`config.mk`:
```
export PLATFORM = sky130hd
export DESIGN_NAME = lives_manager
export DESIGN_NICKNAME = d
export VERILOG_FILES = /design/src/rtl/lives_pkg.sv /design/src/rtl/invuln_timer.sv /design/src/rtl/lives_manager.sv
export SDC_FILE = /design/constraint.sdc
export NUM_CORES = 1
export LEC_CHECK = 0
export BUFFER_PORTS_ARGS = -buffer_cell sky130_fd_sc_hd__buf_4
export CAP_MARGIN = 5
export CORE_MARGIN = 4
export CORE_UTILIZATION = 31
export DETAILED_ROUTE_END_ITERATION = 12
export PLACE_DENSITY = 0.47
export SLEW_MARGIN = 5
export SYNTH_ARGS = -nofsm -noshare
export SYNTH_HDL_FRONTEND = slang
export SYNTH_SLANG_ARGS = --single-unit
```
`constraint.sdc`:
```
create_clock -name clk -period 1.8 [get_ports clk]
set_input_delay 0.18 -clock clk [delete_from_list [all_inputs] [get_ports clk]]
set_output_delay 0.18 -clock clk [all_outputs]
set_load 0.02 [all_outputs]
```
`src/rtl/lives_pkg.sv`:
```
// Shared types and helpers for the lives/health tracker.
// Contents: FSM state enum, its width, and the invulnerability timer width helper.
package lives_pkg;

  localparam int unsigned STATE_W = 2;

  typedef enum logic [STATE_W-1:0] {
    ALIVE  = 2'd0,
    INVULN = 2'd1,
    LOST   = 2'd2
  } state_t;

  // Timer width for a window of 'cycles' clocks; never narrower than 1 bit.
  function automatic int unsigned timer_width(input int unsigned cycles);
    if (cycles < 1) return 1;
    return $clog2(cycles + 1);
  endfunction

endpackage

```
`src/rtl/invuln_timer.sv`:
```
// Loadable down-counter that times the post-hit invulnerability window.
// Ports:
//   clk, resetn  clock and synchronous active-low reset
//   load         start a window at load_value
//   clear        abort any running window
//   load_value   start value (window length minus one)
//   expire_c     combinational: count reached 0 while running
module invuln_timer #(
  parameter int unsigned W = 1
) (
  input  logic         clk,
  input  logic         resetn,
  input  logic         load,
  input  logic         clear,
  input  logic [W-1:0] load_value,
  output logic         expire_c
);

  logic [W-1:0] count_q;
  logic         running_q;

  assign expire_c = running_q && (count_q == '0);

  // Counter stops at zero; running drops on the cycle expiry is reported.
  always_ff @(posedge clk) begin
    if (!resetn) begin
      count_q   <= '0;
      running_q <= 1'b0;
    end else if (clear) begin
      count_q   <= '0;
      running_q <= 1'b0;
    end else if (load) begin
      count_q   <= load_value;
      running_q <= 1'b1;
    end else if (running_q) begin
      if (count_q == '0) running_q <= 1'b0;
      else               count_q   <= count_q - W'(1);
    end
  end

endmodule

```
`src/rtl/lives_manager.sv`:
```
// Life/health tracker: counts spare lives, consumes one per ball-lost event,
// opens a post-hit invulnerability window and flags game over.
// Optional feature: define LIVES_GAIN_EN to honour gain_health (saturating at
// MAX_HEALTH); otherwise gain_health is present but ignored.
// Ports:
//   clk, resetn    clock and synchronous active-low reset
//   restart        pulse: start a new game without reset
//   lost_health    pulse: ball lost
//   gain_health    pulse: extra-life pickup
//   health         current spare lives
//   invulnerable   high while the post-hit window runs
//   life_lost      1-cycle pulse: a life was consumed
//   loss_occurred  level: game lost, held until reset/restart
//   game_over      1-cycle pulse on entry to LOST
module lives_manager
  import lives_pkg::*;
#(
  parameter int unsigned HEALTH_W      = 10,
  parameter int unsigned START_HEALTH  = 3,
  parameter int unsigned MAX_HEALTH    = 9,
  parameter int unsigned INVULN_CYCLES = 25000000
) (
  input  logic                clk,
  input  logic                resetn,
  input  logic                restart,
  input  logic                lost_health,
  input  logic                gain_health,
  output logic [HEALTH_W-1:0] health,
  output logic                invulnerable,
  output logic                life_lost,
  output logic                loss_occurred,
  output logic                game_over
);

  localparam int unsigned TIMER_W = timer_width(INVULN_CYCLES);
  localparam int unsigned LOAD_INT = (INVULN_CYCLES == 0) ? 0 : INVULN_CYCLES - 1;
  localparam logic [TIMER_W-1:0]  LOAD_V  = TIMER_W'(LOAD_INT);
  localparam logic [HEALTH_W-1:0] START_H = HEALTH_W'(START_HEALTH);
  localparam logic [HEALTH_W-1:0] MAX_H   = HEALTH_W'(MAX_HEALTH);

  // Reject configurations where the start or ceiling does not fit the counter.
  if (START_HEALTH > MAX_HEALTH || (HEALTH_W < 32 && (MAX_HEALTH >> HEALTH_W) != 0))
  begin : g_bad_params
    $error("lives_manager: need START_HEALTH <= MAX_HEALTH < 2**HEALTH_W");
  end

  state_t              state_q, state_d;
  logic [HEALTH_W-1:0] health_d, health_inc_c;
  logic                invulnerable_d, life_lost_d, loss_d, game_over_d;
  logic                timer_load, timer_clear, timer_expire_c;
  logic                gain_c;

`ifdef LIVES_GAIN_EN
  assign gain_c = gain_health;
`else
  logic unused_gain;
  assign unused_gain = gain_health;
  assign gain_c      = 1'b0;
`endif

  assign health_inc_c = (health >= MAX_H) ? health : health + HEALTH_W'(1);

  invuln_timer #(.W(TIMER_W)) u_timer (
    .clk        (clk),
    .resetn     (resetn),
    .load       (timer_load),
    .clear      (timer_clear),
    .load_value (LOAD_V),
    .expire_c   (timer_expire_c)
  );

  // State and registered outputs.
  always_ff @(posedge clk) begin
    if (!resetn) begin
      state_q       <= ALIVE;
      health        <= START_H;
      invulnerable  <= 1'b0;
      life_lost     <= 1'b0;
      loss_occurred <= 1'b0;
      game_over     <= 1'b0;
    end else begin
      state_q       <= state_d;
      health        <= health_d;
      invulnerable  <= invulnerable_d;
      life_lost     <= life_lost_d;
      loss_occurred <= loss_d;
      game_over     <= game_over_d;
    end
  end

  // Next state and next outputs; restart overrides any same-cycle event.
  always_comb begin
    state_d     = state_q;
    health_d    = health;
    loss_d      = loss_occurred;
    life_lost_d = 1'b0;
    game_over_d = 1'b0;
    timer_load  = 1'b0;
    timer_clear = 1'b0;

    if (restart) begin
      state_d     = ALIVE;
      health_d    = START_H;
      loss_d      = 1'b0;
      timer_clear = 1'b1;
    end else begin
      case (state_q)
        ALIVE: begin
          if (lost_health) begin
            // A simultaneous gain pays for the loss, so health stays put.
            if (gain_c || health != '0) begin
              if (!gain_c) health_d = health - HEALTH_W'(1);
              life_lost_d = 1'b1;
              if (INVULN_CYCLES != 0) begin
                state_d    = INVULN;
                timer_load = 1'b1;
              end
            end else begin
              state_d     = LOST;
              loss_d      = 1'b1;
              game_over_d = 1'b1;
            end
          end else if (gain_c) begin
            health_d = health_inc_c;
          end
        end
        INVULN: begin
          if (gain_c)         health_d = health_inc_c;
          if (timer_expire_c) state_d  = ALIVE;
        end
        LOST: begin
          health_d = '0;
        end
        default: begin
          state_d = ALIVE;
        end
      endcase
    end

    invulnerable_d = (state_d == INVULN);
  end

endmodule

```
==> results.sh <==
export IMPL_slowest_delay_ns=0.56
export IMPL_hold_path_cell_count=3
export IMPL_vias_per_cell=5.04
export IMPL_core_rowCount=29
export IMPL_rr_startpoint="u_timer.count_q[7]"
export IMPL_diodes=0
export IMPL_wirelength_mm=5.34
export IMPL_hp_start="lost_health"
export IMPL_finalHoldViolations=0
export IMPL_rrSetupSlack_ns=-0.08
export IMPL_clock_fmax_mhz=532
export IMPL_crit_fanout=3
export IMPL_synth_top_flop_cell="dfxtp_1"
export IMPL_netlist_instances=233
export IMPL_peakVddDrop_mv=0.405
export IMPL_dp_cells=372
export IMPL_power_density_nw_per_um2=723
export IMPL_vias=1946
export IMPL_path_delay_family="simple AND/OR/NAND/NOR gates"
export IMPL_wire_per_inst_um=13.8
export IMPL_r2r_cells=5
export IMPL_layout_setup_ws_ns=-0.0814
export IMPL_critPathArrivalTime_ns=2.11
export IMPL_synth_cell_types=47
export IMPL_antenna_found_initial=0
export IMPL_syn_nets=240
export IMPL_grt_pass1_vias=1930
export IMPL_portBuffers=17
export IMPL_clock_path_buffers=2
export IMPL_htreeDepth=2
export IMPL_min_path_type="in -> reg"
export IMPL_critPathRequiredTime_ns=2.02
export IMPL_cts_tree="built"
export IMPL_fin_worst_skew_ns=0.00959
export IMPL_die_w_um=88.9
export IMPL_ant_nets=0
export IMPL_fin_nets=315
export IMPL_io_pins=19
export IMPL_period_needed_ns=1.88
export IMPL_drive_gt1_share_pct=43.7
export IMPL_syn2layout_area_growth_pct=51.2
export IMPL_crit_path_start_kind="flop"
export IMPL_yosys_register_bits=42
export IMPL_dpl_hpwl_mm=3.84
export IMPL_synth_top_family_by_area="simple AND/OR/NAND/NOR gates"
export IMPL_grt_pass1_wl_mm=9.03
export IMPL_grt_usage_pct=14.6
export IMPL_path_class="reg -> reg"
export IMPL_synth_compound_area_share_pct=18.7
export IMPL_stdcell_area_um2=3060
export IMPL_drcViolationCount=0
export IMPL_syn_avg_cell_area_um2=8.70
export IMPL_status="finished, violations left"
export IMPL_cts_root_buf="clkbuf_8"
export IMPL_relSlewSlack_pct=75.7
export IMPL_cts_clk_slew_worst_paths_ns=0.08
export IMPL_synthAdderAreaFrac_pct=1.23
export IMPL_violations="setup timing"
export IMPL_critPathBufInv=0
export IMPL_grt_max_degree=19
export IMPL_cts_inserted_buffers=5
export IMPL_cp_end_kind="flop"
export IMPL_synth_simple_area_share_pct=27.0
export IMPL_clock_sinks=42
export IMPL_synth_edff_count=0
export IMPL_drt_first_pass_iters=4
export IMPL_hold_end="game_over"
export IMPL_rsz0062_at_grt="yes"
export IMPL_dieArea_um2=7900
export IMPL_synthMuxAreaShare_pct=1.05
export IMPL_tightest_slew_ns=0.362
export IMPL_placed_area_um2=2680
export IMPL_die_y_um=88.9
export IMPL_p_total_mw=2.22
export IMPL_core_area_um2=6350
export IMPL_async_flop_share_pct=0
export IMPL_clk_latency_ns=0.30
export IMPL_synth_area_um2=2030
export IMPL_ys_seq_area_share_pct=41.5
export IMPL_final_max_slew_viol_count=0
export IMPL_setup_viol=2
export IMPL_grt_overflow=0
export IMPL_r2r_end="u_timer.count_q[23]"
export IMPL_leakagePower_nw=1.22
export IMPL_synth_xor_area_share_pct=6.91
export IMPL_path_cells="or4_4 -> nor3_4 -> nand3_2 -> or4b_4 -> a21oi_2"
export IMPL_final_cells=386
export IMPL_yosys_warnings=0
export IMPL_start_util_pct=31.9
export IMPL_globalplace_congestion=0.766
export IMPL_critPathSlowestCell="or4_4"
export IMPL_max_cap_viol_count=0
export IMPL_finalCritPeriodShare_pct=105
export IMPL_drt_iter0_markers=86
-- power breakdown --
| part | total (mW) | internal [mW] | switching, mW |
|---|---|---|---|
| combinational | 0.518 | 0.267 | 0.252 |
| clock | 0.712 | 0.388 | 0.324 |
| sequential | 0.986 | 0.953 | 0.0322 |
-- synthesized netlist by cell type, types with 2 or more instances --
library cell  instances  area [µm²]
nor4_1                8        50.1
o211ai_1              8        60.1
nand2b_1              4        25.0
buf_2                 4        20.0
dfxtp_1              42         841
nand2_1              14        52.6
clkbuf_1              5        18.8
a31oi_1               9        56.3
a21oi_1              15        75.1
nor3_1                8        40.0
nor2_1               24        90.1
o21ai_0              11        55.1
o21ai_1               2        10.0
o31ai_1               5        37.5
or4b_1                2        20.0
nand4_1               4        25.0
or3_1                 6        37.5
xnor2_1               2        17.5
inv_1                 7        26.3
nor3b_1               2        15.0
xor2_1               14         123
or4_1                 7        52.6
and3_1                2        12.5
o41ai_1               3        26.3
nand3_1               2        10.0
ha_1                  2        25.0
-- cells by family after synthesis --
logic type | after synthesis
xor+xnor | 16
mux | 2
fa+ha+maj | 2
buf+inv | 17
simple gates | 95
compound gates | 59
flops | 42
-- routing by layer --
metal  GRT usage (%)  part of all wire (%)  vias to the layer above
li1                -                     -                     1012
met1            19.6                    50                      912
met2            23.5                    47                       17
met3            2.79                   2.4                        5
met4            4.95                   1.2                        0
met5               0                     0                        -
-- per-stage QoR --
| stage | TNS [ns] | setup slack (ns) | hold slack, ns | util, % |
|---|---|---|---|---|
| after floorplan | -0.00452 | -0.00452 | 0.324 | - |
| after global placement | -0.277 | -0.0717 | 0.488 | 42.2 |
| after detailed placement | -0.399 | -0.0650 | 0.483 | 42.2 |
| after CTS | -0.144 | -0.0662 | 0.178 | 44.9 |
| after global routing | -1.27 | -0.160 | 0.184 | 48.3 |
| final | -0.156 | -0.0814 | 0.185 | 48.3 |
-- state kept, by name, indices dropped and copies added, names as in the netlist --
| signal | cells |
|---|---|
| game_over | 1 |
| loss_occurred | 1 |
| life_lost | 1 |
| invulnerable | 1 |
| u_timer.count_q | 25 |
| state_q | 2 |
| health | 10 |
| u_timer.running_q | 1 |
-- cells in the final DEF (no fill, tap or decap), types with 2 or more instances in the layout --
| cell | count |
|---|---|
| a21oi_1 | 12 |
| a21oi_2 | 3 |
| a31oi_1 | 8 |
| a31oi_4 | 2 |
| buf_4 | 68 |
| buf_6 | 9 |
| clkbuf_8 | 8 |
| dfxtp_1 | 34 |
| dfxtp_2 | 3 |
| dfxtp_4 | 5 |
| inv_1 | 5 |
| inv_4 | 2 |
| nand2_1 | 14 |
| nand2b_1 | 4 |
| nand3_1 | 2 |
| nand4_1 | 4 |
| nor2_1 | 24 |
| nor3_1 | 7 |
| nor3b_4 | 2 |
| nor4_1 | 4 |
| nor4_2 | 2 |
| nor4_4 | 4 |
| o211ai_1 | 8 |
| o21ai_0 | 7 |
| o21ai_1 | 3 |
| o21ai_2 | 2 |
| o31ai_1 | 2 |
| o31ai_2 | 3 |
| o41ai_1 | 2 |
| or3_1 | 4 |
| or3_4 | 2 |
| or4_1 | 5 |
| or4_4 | 3 |
| xnor2_1 | 2 |
| xor2_1 | 14 |
-- worst min-delay path, cell delays in order --
cell     delay, ns
buf_4         0.12
nand2_1       0.08
nor4_1        0.05
-- area by class of cell --
class,count,area [µm²]
Clock buffer,8,110
Fill cell,618,3290
Inverter,7,31.3
Multi-Input combinational cell,174,1330
Sequential cell,42,863
Tap cell,77,96.3
Timing Repair Buffer,78,632
-- worst max path at each step --
stage	cells after the start	slack [ns]	end	startpoint
3_3_place_gp	8	-0.07	u_timer.count_q[15]	u_timer.count_q[0]
4_1_cts	5	-0.07	u_timer.count_q[23]	u_timer.count_q[6]
3_5_place_dp	8	-0.06	u_timer.count_q[15]	u_timer.count_q[0]
6_report	5	-0.08	u_timer.count_q[23]	u_timer.count_q[7]
2_1_floorplan	5	-0.005	u_timer.count_q[23]	u_timer.count_q[0]
5_1_grt	7	-0.16	u_timer.count_q[21]	u_timer.count_q[9]
-- repair_timing --
action,4_1_cts,5_1_grt
hold buffers,0,0
endpoints found under the hold margin,0,0
setup buffers,2,4
setup endpoints to repair,12,27
gates resized for setup,14,40
pin swaps,11,25
Note: power is estimated with default switching activity, not from simulation.
